File: config.mk
export PLATFORM = sky130hd
export DESIGN_NAME = round_ctrl
export DESIGN_NICKNAME = d
export VERILOG_FILES = /design/src/rtl/round_ctrl.sv
export SDC_FILE = /design/constraint.sdc
export NUM_CORES = 1
export LEC_CHECK = 0
export BUFFER_PORTS_ARGS = -buffer_cell sky130_fd_sc_hd__buf_2
export CAP_MARGIN = 20
export CORE_MARGIN = 4
export CORE_UTILIZATION = 45
export DETAILED_ROUTE_END_ITERATION = 7
export PLACE_DENSITY = 0.69
export SYNTH_ARGS = -nofsm -noshare
export SYNTH_HDL_FRONTEND = slang
export SYNTH_SLANG_ARGS = --single-unit
File: constraint.sdc
create_clock -name clk -period 2.7 [get_ports clk]
set_input_delay 0.54 -clock clk [delete_from_list [all_inputs] [get_ports clk]]
set_output_delay 0.54 -clock clk [all_outputs]
set_load 0.02 [all_outputs]
File: src/rtl/round_ctrl.sv
`default_nettype none
`timescale 1ns/1ps
// ============================================================================
// Module      : round_ctrl
// Description : Round sequencer for the tug-of-war scorer. Waits a
//               pseudo-random "lights off" delay, lights the lamp, and turns
//               the first button push of the round into a single scored
//               event (winrnd) with right/tie qualifiers. A 16-bit LFSR sets
//               the delay and selects fake rounds. Stops issuing rounds once
//               the scorer reports game_over.
// Revision    : 1.0 - initial release
// ============================================================================
module round_ctrl #(
    parameter logic [15:0] SEED        = 16'hACE1,
    parameter int          DELAY_MIN   = 64,
    parameter int          DELAY_BITS  = 6,
    parameter int          LIT_TIMEOUT = 256,
    parameter bit          FAKE_EN     = 1'b1
) (
    input  logic       clk,
    input  logic       rst,
    input  logic       pbl,
    input  logic       pbr,
    input  logic       game_over,
    output logic       leds_on,
    output logic       fake,
    output logic       winrnd,
    output logic       right,
    output logic       tie,
    output logic [2:0] state_dbg
);

    // Delay counter holds up to DELAY_MIN + 2^DELAY_BITS - 1; the lit
    // counter holds up to LIT_TIMEOUT.
    localparam int c_cnt_w  = $clog2(DELAY_MIN + (1 << DELAY_BITS));
    localparam int c_tcnt_w = $clog2(LIT_TIMEOUT + 1);

    localparam logic [c_cnt_w-1:0]  c_delay_min = DELAY_MIN[c_cnt_w-1:0];
    localparam logic [c_cnt_w-1:0]  c_cnt_one   = c_cnt_w'(1);
    localparam logic [c_tcnt_w-1:0] c_tcnt_init = LIT_TIMEOUT[c_tcnt_w-1:0];
    localparam logic [c_tcnt_w-1:0] c_tcnt_one  = c_tcnt_w'(1);

    // State encoding doubles as the state_dbg value.
    localparam logic [2:0] c_st_idle  = 3'd0;
    localparam logic [2:0] c_st_wait  = 3'd1;
    localparam logic [2:0] c_st_lit   = 3'd2;
    localparam logic [2:0] c_st_score = 3'd3;
    localparam logic [2:0] c_st_hold  = 3'd4;
    localparam logic [2:0] c_st_over  = 3'd5;

    logic [2:0]          r_state;
    logic [15:0]         r_lfsr;
    logic [c_cnt_w-1:0]  r_cnt;
    logic [c_tcnt_w-1:0] r_tcnt;
    logic                r_cap_leds;
    logic                r_leds_on;
    logic                r_fake;
    logic                r_winrnd;
    logic                r_right;
    logic                r_tie;

    logic [2:0]          w_state_nxt;
    logic [15:0]         w_lfsr_nxt;
    logic [c_cnt_w-1:0]  w_cnt_nxt;
    logic [c_tcnt_w-1:0] w_tcnt_nxt;
    logic                w_cap_leds_nxt;
    logic                w_leds_on_nxt;
    logic                w_fake_nxt;
    logic                w_winrnd_nxt;
    logic                w_right_nxt;
    logic                w_tie_nxt;

    logic                w_push;
    logic                w_released;
    logic [c_cnt_w-1:0]  w_cnt_load;
    logic                w_fake_pick;

    assign w_push      = pbl | pbr;
    assign w_released  = ~pbl & ~pbr;
    assign w_lfsr_nxt  = {r_lfsr[14:0], r_lfsr[15] ^ r_lfsr[13] ^ r_lfsr[12] ^ r_lfsr[10]};
    // Delay and fake pick both use the LFSR value present in the IDLE exit cycle.
    assign w_cnt_load  = c_delay_min + {{(c_cnt_w - DELAY_BITS){1'b0}}, r_lfsr[DELAY_BITS-1:0]};
    assign w_fake_pick = FAKE_EN & r_lfsr[15] & r_lfsr[14];

    // Next-state and next-output decode; outputs are derived from the next state
    // so that every output port comes straight from a flop.
    always_comb begin
        w_state_nxt    = r_state;
        w_cnt_nxt      = r_cnt;
        w_tcnt_nxt     = r_tcnt;
        w_cap_leds_nxt = r_cap_leds;
        w_fake_nxt     = r_fake;
        w_right_nxt    = r_right;
        w_tie_nxt      = r_tie;

        case (r_state)
            c_st_idle: begin
                if (game_over) begin
                    w_state_nxt = c_st_over;
                    w_fake_nxt  = 1'b0;
                end else if (w_released) begin
                    w_state_nxt = c_st_wait;
                    w_cnt_nxt   = w_cnt_load;
                    w_fake_nxt  = w_fake_pick;
                end
            end
            c_st_wait: begin
                // A push before the lamp is a jump-the-light and wins over expiry.
                if (w_push) begin
                    w_state_nxt    = c_st_score;
                    w_cap_leds_nxt = 1'b0;
                    w_right_nxt    = pbr & ~pbl;
                    w_tie_nxt      = pbl & pbr;
                end else if (r_cnt == c_cnt_one) begin
                    w_state_nxt = c_st_lit;
                    w_tcnt_nxt  = c_tcnt_init;
                end else begin
                    w_cnt_nxt = r_cnt - c_cnt_one;
                end
            end
            c_st_lit: begin
                if (w_push) begin
                    w_state_nxt    = c_st_score;
                    w_cap_leds_nxt = 1'b1;
                    w_right_nxt    = pbr & ~pbl;
                    w_tie_nxt      = pbl & pbr;
                end else if (r_tcnt == c_tcnt_one) begin
                    // Abandoned round: no score, back to IDLE.
                    w_state_nxt = c_st_idle;
                    w_fake_nxt  = 1'b0;
                end else begin
                    w_tcnt_nxt = r_tcnt - c_tcnt_one;
                end
            end
            c_st_score: begin
                w_state_nxt = c_st_hold;
            end
            c_st_hold: begin
                // Waiting for both buttons up keeps a held button from scoring twice.
                if (w_released) begin
                    w_state_nxt = c_st_idle;
                    w_right_nxt = 1'b0;
                    w_tie_nxt   = 1'b0;
                    w_fake_nxt  = 1'b0;
                end
            end
            c_st_over: begin
                w_fake_nxt  = 1'b0;
                w_right_nxt = 1'b0;
                w_tie_nxt   = 1'b0;
            end
            default: begin
                w_state_nxt = c_st_idle;
                w_fake_nxt  = 1'b0;
                w_right_nxt = 1'b0;
                w_tie_nxt   = 1'b0;
            end
        endcase

        w_winrnd_nxt  = (w_state_nxt == c_st_score);
        w_leds_on_nxt = (w_state_nxt == c_st_lit) |
                        ((w_state_nxt == c_st_score) & w_cap_leds_nxt);
    end

    // State, counters, LFSR and registered outputs.
    always_ff @(posedge clk) begin
        if (rst) begin
            r_state    <= c_st_idle;
            r_lfsr     <= SEED;
            r_cnt      <= '0;
            r_tcnt     <= '0;
            r_cap_leds <= 1'b0;
            r_leds_on  <= 1'b0;
            r_fake     <= 1'b0;
            r_winrnd   <= 1'b0;
            r_right    <= 1'b0;
            r_tie      <= 1'b0;
        end else begin
            r_state    <= w_state_nxt;
            r_lfsr     <= w_lfsr_nxt;
            r_cnt      <= w_cnt_nxt;
            r_tcnt     <= w_tcnt_nxt;
            r_cap_leds <= w_cap_leds_nxt;
            r_leds_on  <= w_leds_on_nxt;
            r_fake     <= w_fake_nxt;
            r_winrnd   <= w_winrnd_nxt;
            r_right    <= w_right_nxt;
            r_tie      <= w_tie_nxt;
        end
    end

    assign leds_on   = r_leds_on;
    assign fake      = r_fake;
    assign winrnd    = r_winrnd;
    assign right     = r_right;
    assign tie       = r_tie;
    assign state_dbg = r_state;

endmodule
`default_nettype wire

## After elaboration in Yosys (flattened, before gate mapping)

Index checks and enable logic that the tools add are counted.

| storage, ports and cells | value |
|---|---|
| register bits | 41 |
| input port bits | 5 |
| output and inout port bits | 8 |

| operators by class | value |
|---|---|
| add/subtract/negate cells | 3 |
| equal/unequal tests | 20 |
| multiplexer cells | 31 |
| bitwise operators | 14 |
| reductions and logical operators | 10 |

Operator list:

| kind | number |
|---|---|
| 9-bit 2-to-1 mux | 4 |
| 7-bit 2-to-1 mux | 4 |
| 3-bit 2-to-1 mux | 7 |
| 2-bit != test (second input constant) | 9 |
| 3-bit one-hot mux with 6 select lines | 1 |
| 9-bit one-hot mux with 2 select lines | 1 |
| 5-bit AND reduction | 3 |
| 7-bit one-hot mux with 2 select lines | 1 |
| 3-bit by 2-bit equality test with 1-bit output (second input constant) | 4 |
| 9-bit by 1-bit equality test with 1-bit output (second input constant) | 1 |
| 1-bit 2-to-1 mux | 9 |
| 9-bit by 1-bit subtractor with 9-bit output (second input constant) | 1 |
| 7-bit by 6-bit adder with 7-bit output (first input constant) | 1 |
| 7-bit by 1-bit equality test with 1-bit output (second input constant) | 1 |
| 7-bit by 1-bit subtractor with 7-bit output (second input constant) | 1 |
| 3-bit equality test (second input constant) | 2 |
| 1-bit one-hot mux with 3 select lines | 2 |
| 2-bit OR reduction | 3 |
| 1-bit AND | 5 |
| 1-bit NOT | 4 |
| 1-bit one-hot mux with 4 select lines | 1 |
| 2-bit nonzero test | 2 |
| 3-bit by 1-bit equality test with 1-bit output (second input constant) | 1 |
| 3-bit zero test | 1 |
| 6 further kinds | 9 |

## Longest topological paths before layout

Gate-level depths: netlist of the first run.

| depth | value |
|---|---|
| word-level depth | 8 |
| gate-level depth with buffers | 8 |
| gate-level depth less buffers | 7 |

## Worst setup path before layout of the first run

No wires, ideal clock.

| path | value |
|---|---|
| kind | input-to-reg |
| from | input port pbr |
| to | register r_cnt[0] |
| library setup time | 0.116 ns |
| arrival | 1.928 ns |
| setup slack | 0.657 ns |
| cell stages on the path | 6 |
| buffers on the path | 1 |
| cell sequence | or2_1 > clkbuf_1 > or3_1 > a211o_1 > a211o_1 > and3_1 |

| on the way | value |
|---|---|
| word-level cells in the longest chain between the ends | 4 |

Ends and longest elaborated chain:

| element | RTL line | source |
|---|---|---|
| from (decl) | 23 | `input logic pbr,` |
| 1-bit NOT | 79 | `assign w_released = ~pbl & ~pbr;` |
| 1-bit AND | 79 |  |
| 2-bit != test (no source line) | - |  |
| 5-bit AND reduction (no source line) (*) | - |  |
| to (signal assigned) | 181 | `r_cnt <= w_cnt_nxt;` |
| to (decl) | 53 | `logic [c_cnt_w-1:0] r_cnt;` |

Mark *: on every way between the ends. The rest lies on a longest branch, timed or not.
A chain may end at the register's enable or synchronous reset.

## Worst setup path after layout of the first run

| path | value |
|---|---|
| from | register r_state[2], in the netlist state_dbg[2] |
| to | register r_tcnt[4] |

| on the way | value |
|---|---|
| word-level cells in the longest chain between the ends | 3 |

Ends and longest elaborated chain:

| element | RTL line | source |
|---|---|---|
| from (decl) | 51 | `logic [2:0] r_state;` |
| from (signal assigned) | 168 | `r_state <= c_st_idle;` |
| from (signal assigned) | 179 | `r_state <= w_state_nxt;` |
| 3-bit by 2-bit equality test with 1-bit output / 3-bit by 1-bit equality test with 1-bit output (equally long branches) | 96 | `case (r_state)` |
| 2-bit != test (no source line) / 2-bit nonzero test (equally long branches) | - |  |
| 5-bit AND reduction (no source line) | - |  |
| to (signal assigned) | 182 | `r_tcnt <= w_tcnt_nxt;` |
| to (decl) | 54 | `logic [c_tcnt_w-1:0] r_tcnt;` |

Parallel ways exist; a longest one is shown, timed or not.

==> impl_metrics.csv, run 1 <==
group,metric,value,unit
logic_synthesis,syn_area,1940,µm²
die,die_area,5440,µm²
setup_path,arrival,2.27,ns
logic_synthesis,synth_seq_cells,41,
layout,final_area,2170,µm²
global_routing,grt_antenna_before_repair,0,
die,pin_count,13,
global_routing,grt_max_degree,32,
global_routing,grt-busiest-layer,"met2",
cts,ctsHoldBuffers,0,
logic_synthesis,synth_nets,231,
logic_synthesis,synth-xor-area-share,0.0315,
cts,clock_latency,0.29,ns
placement,placed_area,2060,µm²
logic_synthesis,synth_flop_cell,"dfxtp_1",
timing,max_slew_margin,0.641,
cts,post_cts_buffers,0,
cts,cts_resized,0,
routing,drc,0,
placement,place.gp.congestion,0.822,
cts,cts_tree,"done",
pwr,switching_power,0.533,mW
die,coreArea,4090,µm²
cts,cts.sinks,41,
placement,port_buffers,12,
setup_path,cp_max_fo,16,
hold_path,min_path_type,"reg -> reg",
pwr,p_comb_frac,0.271,
routing,drt_iter0_drc,149,
setup_path,end_kind,"flop",
timing,finalSetupViolCount,0,
logic_synthesis,synth_top_cells_by_area,"dfxtp_1 42%, a21oi_1 4.9%, nor2_1 3.7%",
global_routing,gr-usage-all-layers,0.150,
pwr,intPower,1.13,mW
pwr,clkPwrFrac,0.292,
cts,cts_buffers,5,
pwr,pwr_density_cell,766,nW/µm²
global_routing,grt_pass1_wl,6370,µm
logic_synthesis,synth_top_cell_by_area,"dfxtp_1",
routing,vias,1581,
routing,routedWlPerCell,13.0,µm
logic_synthesis,yosys.area_share.simple,0.256,
logic_synthesis,syn_inst,222,
global_routing,use_met3,0.0369,
setup_path,crit_required,2.92,ns
timing,report.final.slew_viol_count,0,
timing,fin_crit_sh,0.759,
global_routing,grt_use_met2,0.240,
logic_synthesis,yosys.area.top_type_share,0.422,
pwr,p_sw_frac,0.320,
die,die_h,73.7,µm
setup_path,worstSetupPathType,"reg -> reg",
logic_synthesis,ys_types,47,
timing,worst_pin_slew,0.539,ns
timing,fin_worst_skew,0.00335,ns
routing,wirelength,3730,µm
cts,clk_pin_slew,0.08,ns
global_routing,met1_usage,0.195,
setup_path,cp-start-kind,"flop",
timing,setup_tns,0,ns
layout,drive_gt1_frac,0.169,
placement,hpwlAfterDp,2590,µm
timing,fmax,0.488,GHz
pwr,peakVddDrop,0.459,mV
layout,fillers,376,
placement,dp_worst_setup_slack,0.456,ns
die,row_count,23,
logic_synthesis,synthMuxAreaShare,0.0154,
status,status,"complete, no violations",
cts,cts_buffer_depth,2,
logic_synthesis,synth_top_family_by_area,"simple AND/OR/NAND/NOR gates",
layout,layout.nets,244,
logic_synthesis,yosys_warnings,0,
logic_synthesis,syn_area_per_cell,8.76,µm²
global_routing,grt_overflow,0,
logic_synthesis,yosysSeqAreaShare,0.422,
pwr,pwr-share-seq,0.437,
logic_synthesis,synth_compound_area_frac,0.208,
cts,cts_htree_levels,2,
die,die_w,73.7,µm
layout,num_antenna_cells,0,
routing,via_per_inst,5.53,
layout,seqCellArea,821,µm²
pwr,total_power,1.67,mW
timing,whs,0.420,ns
logic_synthesis,async_reset_ff_frac,0,
layout,areaGrowthSynthToFinish,11.8,%
timing,fin_ws,0.652,ns
logic_synthesis,yosys.area_share.adder,0.0257,
cts,root_buffer,"clkbuf_8",
timing,fin_crit,2.05,ns
logic_synthesis,synth_edf_count,0,
job,drv_cap,0,
routing,drt_pass1_iterations,4,
die,floorplan.initialDensity,0.476,
global_routing,grt_pass1_vias,1427,
timing,grt_setup_unrepaired,"false",
routing,ant_nets,0,
pwr,cellLeakagePower,0.853,nW
timing,final_hold_viol_count,0,
layout,multiInputGateArea,1040,µm²
kinds of logic after synthesis:
kind of cell | after synthesis
AO/OA/AOI/OAI | 58
XOR/XNOR | 7
adder cells (fa/ha/maj) | 4
buffers and inverters | 21
flip-flops | 41
multiplexers | 3
AND/OR/NAND/NOR | 88
stage by stage:
step           instances  utilization
6_report             286        0.532
2_1_floorplan        222            -
5_1_grt              286        0.532
3_5_place_dp         278        0.505
3_3_place_gp         278        0.505
4_1_cts              286        0.532
cell usage after synthesis (3+ instances only):
library cell	instances
a211o_1	3
a21o_1	4
nor2b_1	11
ha_1	4
nand3_1	5
a21oi_1	19
dfxtp_1	41
mux2i_1	3
nor3_1	8
inv_1	10
nand2b_1	5
or2_2	8
nand2_1	12
a211oi_1	4
o21ai_0	10
nor2_1	19
clkbuf_1	10
xor2_1	6
final timing paths:
kind / start / to / slack [ns] / depth (start not counted)
max: state_dbg[2] / r_tcnt[4] / 0.65 / 4
min: r_lfsr[9] / r_lfsr[10] / 0.42 / 1
max reg2reg: state_dbg[2] / r_tcnt[4] / 0.65 / 4
min reg2reg: r_lfsr[9] / r_lfsr[10] / 0.42 / 1
registers in the layout (all words and copies together) (netlist names):
name,flops
right,1
state_dbg,3
r_cap_leds,1
tie,1
r_cnt,7
leds_on,1
r_tcnt,9
r_lfsr,16
winrnd,1
fake,1
per-layer routing:
| metal | part of all wire | routed length, µm |
|---|---|---|
| met1 | 0.48 | 1790 |
| met2 | 0.45 | 1690 |
| met3 | 0.054 | 200 |
| met4 | 0.013 | 48 |
| met5 | 0 | 0 |
cell type report:
| class | instances | share of cell area |
|---|---|---|
| multi-input combinational | 160 | 0.480 |
| timing repair buffer | 17 | 0.0449 |
| clock buffer | 6 | 0.0334 |
| sequential | 41 | 0.378 |
| inverter | 10 | 0.0173 |
| clock inverter | 2 | 0.0178 |
| tap | 50 | 0.0288 |
critical path: stages, from the launching register on:
cell and delay [ns]:
dfxtp_1 0.45, or3b_1 0.50, or3_4 0.44, a2111oi_4 0.36
mux2i_1 0.22
power by group through the flow:
stage | registers (mW) | logic, mW | clock network, mW
after global routing | 0.740 | 0.501 | 0.532
after detailed placement | 0.742 | 0.447 | 0
after floorplan | 0.755 | 0.323 | 0
after global placement | 0.742 | 0.445 | 0
after CTS | 0.728 | 0.451 | 0.503
final | 0.729 | 0.451 | 0.486
placed cells by master (no fill, tap or decap), drive strengths merged, types with 2 or more instances in the layout:
cell	Yosys	routed
dfxtp	41	41
nor2	20	20
a21oi	19	19
buf	1	17
nand2	13	13
nor2b	11	11
inv	10	10
o21ai	10	10
or2	9	9
nor3	8	8
xor2	6	6
clkbuf	10	6
nand2b	5	5
nand3	5	5
a21o	4	4
a211oi	4	4
ha	4	4
a211o	4	4
mux2i	3	3
or3	3	3
nor4	3	3
or3b	2	2
and3	2	2
o31ai	2	2
nand4	2	2
or4	2	2
o21a	2	2
o211ai	2	2
a2bb2oi	2	2
o2111ai	2	2
Note: power is estimated with default switching activity, not from simulation.
==> inputs of run 2 (changes only) <==
- PLACE_DENSITY: 0.69 -> 0.72
- clock period: 2.7 -> 1.8 ns (I/O delays scaled with it)
==> impl_metrics.csv, run 2 (synthesis results as in run 1) <==
group,metric,value,unit
routing,wirelength,4120,µm
timing,worst_pin_slew,0.369,ns
layout,fillers,359,
timing,report.final.slew_viol_count,0,
cts,clock_latency,0.29,ns
timing,finalSetupViolCount,1,
cts,cts_buffers,5,
setup_path,path_cells,"or3_4 > nor4_4 > buf_4 > nand2_4 > a2111oi_4 > mux2i_1",
layout,largest_reg_flops,16,
layout,seqCellArea,827,µm²
timing,fin_crit,1.87,ns
timing,final_hold_viol_count,0,
cts,clk_pin_slew,0.08,ns
status,failed_checks,"negative setup slack",
die,die_h,73.7,µm
timing,grt_setup_unrepaired,"true",
layout,drive_gt1_frac,0.300,
hold_path,min_path_type,"in -> reg",
setup_path,critical_path_buf_inv_count,1,
layout,final_common_cell,"dfxtp_1",
die,die_area,5440,µm²
global_routing,gr-usage-all-layers,0.163,
cts,cts_htree_levels,2,
cts,cts_tree,"done",
pwr,cellLeakagePower,1.01,nW
pwr,pwr_density_cell,1140,nW/µm²
timing,max_slew_margin,0.752,
pwr,peakVddDrop,0.520,mV
setup_path,end_kind,"flop",
placement,port_buffers,12,
routing,drt_pass1_iterations,4,
setup_path,worstSetupPathType,"reg -> reg",
layout,final_cell_mix,"36 x dfxtp_1, 32 x buf_4, 19 x nor2_1, 19 x a21oi_1",
routing,via_per_inst,5.47,
setup_path,crit_required,2.03,ns
layout,layout.nets,271,
global_routing,grt_overflow,0,
setup_path,critPathMaxStageDelay,0.41,ns
setup_path,arrival,2.09,ns
global_routing,grt_pass1_wl,6970,µm
die,floorplan.initialDensity,0.476,
die,die_w,73.7,µm
routing,ant_nets,0,
setup_path,cp_max_fo,4,
cts,root_buffer,"clkbuf_8",
routing,drt_iter0_drc,90,
global_routing,grt_pass1_vias,1538,
layout,num_antenna_cells,0,
die,row_count,23,
layout,regMostFlops,"r_lfsr",
job,drv_cap,0,
global_routing,grt_antenna_before_repair,0,
cts,cts.sinks,41,
cts,cts_buffer_depth,2,
layout,areaGrowthSynthToFinish,25.7,%
setup_path,cp-start-kind,"flop",
cts,ctsHoldBuffers,0,
timing,setup_tns,-0.0679,ns
placement,place.gp.congestion,0.862,
timing,fin_ws,-0.0679,ns
layout,reg.largest.list,"r_lfsr: 16 flops, r_tcnt: 9 flops, r_cnt: 7 flops",
routing,drc,0,
timing,fmax,0.535,GHz
placement,hpwlAfterDp,2960,µm
die,pin_count,13,
timing,fin_crit_sh,1.04,
status,status,"complete, but fails checks",
routing,vias,1713,
placement,dp_worst_setup_slack,-0.146,ns
setup_path,critPathTopFamily,"simple AND/OR/NAND/NOR gates",
global_routing,grt_max_degree,20,
routing,routedWlPerCell,13.2,µm
timing,fin_worst_skew,0.00458,ns
die,coreArea,4090,µm²
layout,multiInputGateArea,1080,µm²
setup_path,crit_slowest_cell,"or3_4",
-- run 2: cell types whose count changed in the layout (fill, tap and decap cells not counted), sizes merged --
cell	previous run	this run
buf	17	44
bufinv	1	2
clkbuf	6	5
clkinv	1	0
inv	10	11
-- run 2: layout make-up --
cell class	instances	share of cell area
sequential	41	0.338
clock inverter	3	0.0282
inverter	10	0.0154
tap	50	0.0256
timing repair buffer	44	0.123
clock buffer	5	0.0282
multi-input combinational	160	0.441
-- run 2: metrics by stage --
step | util | instance area (µm²) | hold slack, ns | power [mW] | instances
3_5_place_dp | 0.553 | 2260 | 0.398 | 1.89 | 303
4_1_cts | 0.588 | 2400 | 0.382 | 2.79 | 311
6_report | 0.598 | 2440 | 0.395 | 2.79 | 313
2_1_floorplan | - | 1950 | 0.389 | 1.62 | 222
5_1_grt | 0.598 | 2440 | 0.393 | 2.95 | 313
3_3_place_gp | 0.553 | 2260 | 0.392 | 1.88 | 303
-- run 2: worst paths after layout --
check             startpoint   endpoint  slack [ns]  depth (start not counted)
hold reg to reg    r_lfsr[6]  r_lfsr[7]        0.42                          1
hold / removal     game_over       fake        0.40                          3
setup reg to reg    r_cnt[4]  r_tcnt[4]       -0.07                          6
setup / recovery    r_cnt[4]  r_tcnt[4]       -0.07                          6
-- run 2: timing repair --
item                                    CTS  global route
pin swaps                                 2             1
resized for setup                         2             6
endpoints found under the setup margin    5            15
setup buffers                             0             2
endpoints found under the hold margin     0             0
-- run 2: report_power, final --
group,leakage (nW),switching [mW],internal (mW)
clock,0.0687,0.329,0.558
combinational,0.606,0.451,0.369
sequential,0.339,0.0740,1.01
-- run 2: worst register-to-register path: stages (launching register included) --
cell       delay, ns
dfxtp_2         0.33
or3_4           0.41
nor4_4          0.26
buf_4           0.18
nand2_4         0.07
a2111oi_4       0.35
mux2i_1         0.20
-- run 2: metal layers --
| metal | GRT usage | routed length (µm) | vias up |
|---|---|---|---|
| li1 | - | - | 868 |
| met1 | 0.227 | 1990 | 807 |
| met2 | 0.246 | 1890 | 34 |
| met3 | 0.0369 | 198 | 4 |
| met4 | 0.0543 | 44 | 0 |
| met5 | 0 | 0 | - |
